$ cat src/rtl/save_point_mgr.sv
// Save-point manager: draws save sprites, detects a save request near a point,
// latches the active point, pulses a commit strobe and blinks the saved sprite.
//
// state     | meaning
// ----------+---------------------------------------------------------
// ST_IDLE   | waiting for a save-key edge
// ST_SCAN   | testing one save point per cycle against the kid position
// ST_COMMIT | one-cycle commit: latch active point, pulse, reload flash
module save_point_mgr #(
    parameter int          NUM_SAVES    = 4,
    parameter int          SPR_W        = 20,
    parameter int          SPR_H        = 20,
    parameter int          RADIUS       = 40,
    parameter logic [7:0]  KEY_SAVE     = 8'd22,
    parameter int          FLASH_FRAMES = 30,
    parameter int          COLOR_W      = 3,
    localparam int         AW           = $clog2(SPR_W * SPR_H),
    localparam int         IW           = (NUM_SAVES > 1) ? $clog2(NUM_SAVES) : 1
) (
    input  logic                    Clk,
    input  logic                    Reset,
    input  logic                    frame_tick,
    input  logic                    save_exist,
    input  logic [9:0]              DrawX,
    input  logic [9:0]              DrawY,
    input  logic [9:0]              kid_x,
    input  logic [9:0]              kid_y,
    input  logic [7:0]              keycode,
    input  logic [NUM_SAVES*10-1:0] save_x_tbl,
    input  logic [NUM_SAVES*10-1:0] save_y_tbl,
    output logic [AW-1:0]           rom_addr,
    output logic                    rom_sel,
    input  logic [COLOR_W-1:0]      rom_data,
    output logic                    is_save,
    output logic [COLOR_W-1:0]      save_data,
    output logic [IW-1:0]           active_idx,
    output logic                    active_valid,
    output logic                    save_pulse
);

    localparam int             FW_RAW     = $clog2(FLASH_FRAMES + 1);
    localparam int             FW         = (FW_RAW < 3) ? 3 : FW_RAW;
    localparam logic [21:0]    R2         = 22'(RADIUS * RADIUS);
    localparam logic [FW-1:0]  FLASH_LOAD = FW'(FLASH_FRAMES);
    localparam logic [IW-1:0]  LAST_IDX   = IW'(NUM_SAVES - 1);

    typedef enum logic [1:0] {
        ST_IDLE   = 2'd0,
        ST_SCAN   = 2'd1,
        ST_COMMIT = 2'd2
    } state_t;

    state_t         state_q, state_d;
    logic [IW-1:0]  scan_idx_q, scan_idx_d;
    logic [IW-1:0]  match_idx_q, match_idx_d;
    logic           matched_q, matched_d;
    logic [IW-1:0]  active_idx_q, active_idx_d;
    logic           active_valid_q, active_valid_d;
    logic [FW-1:0]  flash_cnt_q, flash_cnt_d;
    logic           key_q, key_hit, req;

    logic [9:0]     sx [NUM_SAVES];
    logic [9:0]     sy [NUM_SAVES];

    for (genvar g = 0; g < NUM_SAVES; g++) begin : g_tbl
        assign sx[g] = save_x_tbl[10*g +: 10];
        assign sy[g] = save_y_tbl[10*g +: 10];
    end

    assign key_hit = (keycode == KEY_SAVE);
    assign req     = save_exist & key_hit & ~key_q;

    // Distance test for the point currently under scan
    logic [10:0] dx, dy, adx, ady;
    logic [21:0] dist2;
    logic        scan_hit;

    always_comb begin
        dx       = {1'b0, kid_x} - {1'b0, sx[scan_idx_q]};
        dy       = {1'b0, kid_y} - {1'b0, sy[scan_idx_q]};
        adx      = dx[10] ? (~dx + 11'd1) : dx;
        ady      = dy[10] ? (~dy + 11'd1) : dy;
        dist2    = 22'(adx) * 22'(adx) + 22'(ady) * 22'(ady);
        scan_hit = (dist2 <= R2);
    end

    always_comb begin
        state_d        = state_q;
        scan_idx_d     = scan_idx_q;
        match_idx_d    = match_idx_q;
        matched_d      = matched_q;
        active_idx_d   = active_idx_q;
        active_valid_d = active_valid_q;
        save_pulse     = 1'b0;
        case (state_q)
            ST_IDLE: begin
                if (req) begin
                    state_d     = ST_SCAN;
                    scan_idx_d  = '0;
                    match_idx_d = '0;
                    matched_d   = 1'b0;
                end
            end
            ST_SCAN: begin
                if (scan_hit && !matched_q) begin
                    matched_d   = 1'b1;
                    match_idx_d = scan_idx_q;
                end
                if (scan_idx_q == LAST_IDX) begin
                    state_d = matched_d ? ST_COMMIT : ST_IDLE;
                end else begin
                    scan_idx_d = scan_idx_q + IW'(1);
                end
            end
            ST_COMMIT: begin
                save_pulse     = 1'b1;
                active_idx_d   = match_idx_q;
                active_valid_d = 1'b1;
                state_d        = ST_IDLE;
            end
            default: state_d = ST_IDLE;
        endcase
    end

    // A commit reload takes priority over a coincident frame tick
    always_comb begin
        flash_cnt_d = flash_cnt_q;
        if (state_q == ST_COMMIT) begin
            flash_cnt_d = FLASH_LOAD;
        end else if (frame_tick && (flash_cnt_q != '0)) begin
            flash_cnt_d = flash_cnt_q - FW'(1);
        end
    end

    // Pixel stage 0: box test per point, lowest index wins
    logic signed [11:0] px_s, py_s, l_e, r_e, t_e, b_e;
    logic               any_hit, pix_hit, sel0;
    logic [IW-1:0]      hit_idx;
    logic [11:0]        col, row;
    logic [AW-1:0]      addr0;

    always_comb begin
        px_s    = {2'b00, DrawX};
        py_s    = {2'b00, DrawY};
        l_e     = '0;
        r_e     = '0;
        t_e     = '0;
        b_e     = '0;
        any_hit = 1'b0;
        hit_idx = '0;
        col     = '0;
        row     = '0;
        for (int i = 0; i < NUM_SAVES; i++) begin
            l_e = {2'b00, sx[i]} - 12'(SPR_W / 2);
            t_e = {2'b00, sy[i]} - 12'(SPR_H / 2);
            r_e = l_e + 12'(SPR_W - 1);
            b_e = t_e + 12'(SPR_H - 1);
            if (l_e[11]) l_e = '0;
            if (t_e[11]) t_e = '0;
            if (!any_hit && (px_s >= l_e) && (px_s <= r_e) && (py_s >= t_e) && (py_s <= b_e)) begin
                any_hit = 1'b1;
                hit_idx = IW'(i);
                col     = px_s - l_e;
                row     = py_s - t_e;
            end
        end
        pix_hit = save_exist & any_hit;
        addr0   = AW'(int'(row) * SPR_W + int'(col));
        sel0    = active_valid_q && (hit_idx == active_idx_q)
                  && ((flash_cnt_q == '0) || !flash_cnt_q[2]);
    end

    logic          hit1_q, hit2_q;
    logic [AW-1:0] rom_addr_q;
    logic          rom_sel_q;

    always_ff @(posedge Clk) begin
        if (Reset) begin
            state_q        <= ST_IDLE;
            scan_idx_q     <= '0;
            match_idx_q    <= '0;
            matched_q      <= 1'b0;
            active_idx_q   <= '0;
            active_valid_q <= 1'b0;
            flash_cnt_q    <= '0;
            key_q          <= 1'b0;
            hit1_q         <= 1'b0;
            hit2_q         <= 1'b0;
            rom_addr_q     <= '0;
            rom_sel_q      <= 1'b0;
        end else begin
            state_q        <= state_d;
            scan_idx_q     <= scan_idx_d;
            match_idx_q    <= match_idx_d;
            matched_q      <= matched_d;
            active_idx_q   <= active_idx_d;
            active_valid_q <= active_valid_d;
            flash_cnt_q    <= flash_cnt_d;
            key_q          <= key_hit;
            hit1_q         <= pix_hit;
            hit2_q         <= hit1_q;
            rom_addr_q     <= pix_hit ? addr0 : '0;
            rom_sel_q      <= pix_hit & sel0;
        end
    end

    // rom_data is already registered by the ROM, aligned with hit2_q
    assign rom_addr     = rom_addr_q;
    assign rom_sel      = rom_sel_q;
    assign is_save      = hit2_q;
    assign save_data    = hit2_q ? rom_data : '0;
    assign active_idx   = active_idx_q;
    assign active_valid = active_valid_q;

endmodule

$ cat config.mk
export PLATFORM = sky130hd
export DESIGN_NAME = save_point_mgr
export DESIGN_NICKNAME = d
export VERILOG_FILES = /design/src/rtl/save_point_mgr.sv
export SDC_FILE = /design/constraint.sdc
export NUM_CORES = 1
export LEC_CHECK = 0
export BUFFER_PORTS_ARGS = -buffer_cell sky130_fd_sc_hd__buf_2
export CAP_MARGIN = 20
export CORE_ASPECT_RATIO = 0.6
export CORE_MARGIN = 2
export CORE_UTILIZATION = 45
export CTS_CLUSTER_SIZE = 14
export DETAILED_ROUTE_END_ITERATION = 7
export PLACE_DENSITY = 0.68
export SYNTH_ARGS = -nofsm -noshare
export SYNTH_HDL_FRONTEND = slang
export SYNTH_SLANG_ARGS = --single-unit
$ cat constraint.sdc
create_clock -name Clk -period 16.9 [get_ports Clk]
set_input_delay 3.38 -clock Clk [delete_from_list [all_inputs] [get_ports Clk]]
set_output_delay 3.38 -clock Clk [all_outputs]
set_load 0.05 [all_outputs]
==> results by group <==
Clock tree
  • CTS Buf Count: 3
  • CTS tree: built
  • # hold bufs at CTS: 0
  • Clock Latency Late Sink: between 0.2 and 0.3 ns
  • Clock Root Buffer: clkbuf_16
  • CTS HTree Levels: 1
  • Clk buf depth: 2
  • Clock-pin transition on the worst setup and hold timing paths: 0.07 ns
  • Clk sinks: 28
  • Post CTS Setup Buffer Count: 0
  • Quantity of gates resized following cts: 0

Drt
  • DRT Pass-1 Iters: 5
  • # DRC: 0
  • First DRT Iteration DRCs: approximately 1700
  • Routed WL: approximately 60000 um
  • Routed len/inst: approximately 21 um
  • Vias per inst: between 5 and 6
  • Final ANT Viol Nets: 0
  • Vias: approximately 17000

Yosys
  • Syn_area_per_cell: 8.14 sq um
  • Async set or reset register ratio after synthesis: 0%
  • Yosys warns: 0
  • Post-synth EDFFs: 0
  • Synth top area share: a little over a fifth
  • Yosys cell types: 87
  • Synth top area cells: ha_1, fa_1, inv_1, xnor2_1, xor2_1
  • Yosys reg bits: 28
  • Cell taking the most area after synthesis: ha_1
  • Predominant post-synthesis flop cell: dfxtp_1
  • Synth Cell Area: roughly 18000 sq um
  • Sequential area share after synthesis: 3.10%
  • Synth Instances: between 2000 and 2500

GRT
  • GR Util All Layers: ~29%
  • Initial antenna violation count: 2
  • Total grt overflow: 0
  • Largest net degree at the start of global routing: 30
  • Met3 usage: between 10% and 20%
  • Vias in the first global route: between 15000 and 20000
  • Most congested layer reported by global routing: met1
  • Wire length of the first global-routing pass: 93400 um
  • Met2 Usage GRT: 35.1%
  • Grt met1 use: a little under half

Setup path
  • CP endpoint kind: flop
  • Worst setup path class: input port to flop
  • Crit path largest cell delay: around 0.72 ns
  • Worst EP arrival: 14.20 ns
  • CP top delay family: adder cells
  • Buf/Inv on CP: 6
  • Worst-path fanout max: 15
  • CP max-delay cell: a21oi_1
  • Worst setup SP type: input port
  • Crit path required time: 17.05 ns
  • Crit path top cell by count: fa_1

Floorplan
  • Vert. Die Dim: between 150 and 200 um
  • Die Span X: around 260 um
  • I/O Pins: approximately 150
  • Site row count: 56
  • Core Area: ~39000 sq um
  • Starting Density: between 40% and 50%
  • Die Area: between 40000 and 50000 sq um

Run
  • Max_cap viols: 0

STA
  • RSZ-0062 raised after global routing: false
  • Relative slew slack: 21.8%
  • Slew Viols, Final: 0
  • Final count of hold timing violations: 0
  • Final period util: roughly 83%
  • Worst Tran Pin Value: approximately 1.2 ns
  • TNS Setup: 0 ns
  • Setup violators final: 0
  • Skew final: between 0.0015 and 0.002 ns
  • Max Fclk: about 71 MHz
  • Period minus WS final: between 10 and 15 ns

Placement
  • RePlAce Congestion: around 1.0
  • DPL Wire Length: 53700 um
  • PortBufs: about 150

Layout
  • Synthesis-to-layout area growth: 7.98%
  • Final Net Count: roughly 3000
  • Layout cells sized above 1: 9.63%

Status
  • Status: finished, final reports clean

Min path
  • Hold Path Class: flop to flop
per-stage QoR:
| stage | util, % | instance area (sq um) | worst slack [ns] | cells | hold WS [ns] |
|---|---|---|---|---|---|
| global route | 49.7 | 19600 | 2.16 | 2880 | 0.477 |
| finish | 49.7 | 19600 | 2.85 | 2881 | 0.446 |
| CTS | 49.7 | 19600 | 2.99 | 2880 | 0.448 |
| global placement | 49.4 | 19400 | 3.04 | 2876 | 0.428 |
| detailed placement | 49.4 | 19400 | 2.79 | 2876 | 0.431 |
| floorplan | - | 18200 | 4.06 | 2238 | 0.414 |
final timing paths:
check | startpoint | endpoint | slack (ns) | cells past startpoint
max | save_y_tbl[20] | match_idx_q[1] | 2.85 | 37
min reg2reg | hit1_q | is_save | 0.45 | 1
min | hit1_q | is_save | 0.45 | 1
max reg2reg | scan_idx_q[0] | match_idx_q[1] | 5.30 | 37
cell usage after synthesis, types with 37 or more instances:
master and instances:
ha_1 308, a21oi_1 105, nor2b_1 39, xnor2_1 123, nand2b_1 47, nor3_1 51
clkbuf_1 37, inv_1 340, xor2_1 86, nand2_1 125, a21o_1 48, fa_1 177
nor2_1 191, o21ai_0 71
final cells by class:
cell class	instances	area (sq um)
Antenna cell	1	2.50
Clock inverter	1	30.0
Clock buffer	3	75.1
Multi-Input combinational cell	1821	16100
Fill cell	3814	19800
Tap cell	522	653
Inverter	342	1280
Timing Repair Buffer	163	843
Sequential cell	28	561
cells in the final DEF, fill, tap and decap left out, types with 39 or more instances in the layout:
cell      Yosys  final
a21o_1       48     48
buf_2         4    152
nand2b_1     47     47
xor2_1       86     86
nand2_1     125    125
xnor2_1     123    123
inv_1       340    340
fa_1        177    177
nor3_1       51     51
nor2_1      191    191
ha_1        308    308
nor2b_1      39     39
o21ai_0      71     71
a21oi_1     105    105
cells by family after synthesis:
group                      share of synthesized area, %
other                                            0.0415
DFF                                                3.10
AOI/OAI and AO/OA                                  16.1
muxes                                              3.16
xor gates and xnor gates                           10.4
buffers and inverters                              8.26
and+or+nand+nor                                    18.1
adders and majority gates                          40.8
registers in the layout, indices dropped and copies added (netlist names), 2 cells and up:
signal and count:
active_idx 2, flash_cnt_q 5, match_idx_q 2, rom_addr 9
scan_idx_q 2, state_q 2
per-layer routing:
layer | share of wire [%] | vias up
met4 | 1.2 | 0
met5 | 0 | -
met2 | 34 | 826
li1 | - | 7928
met3 | 14 | 34
met1 | 50 | 7973
Power is left out: the tool's default activity adds up to more than one toggle a clock period on the data nets, which glitch-free logic cannot reach.
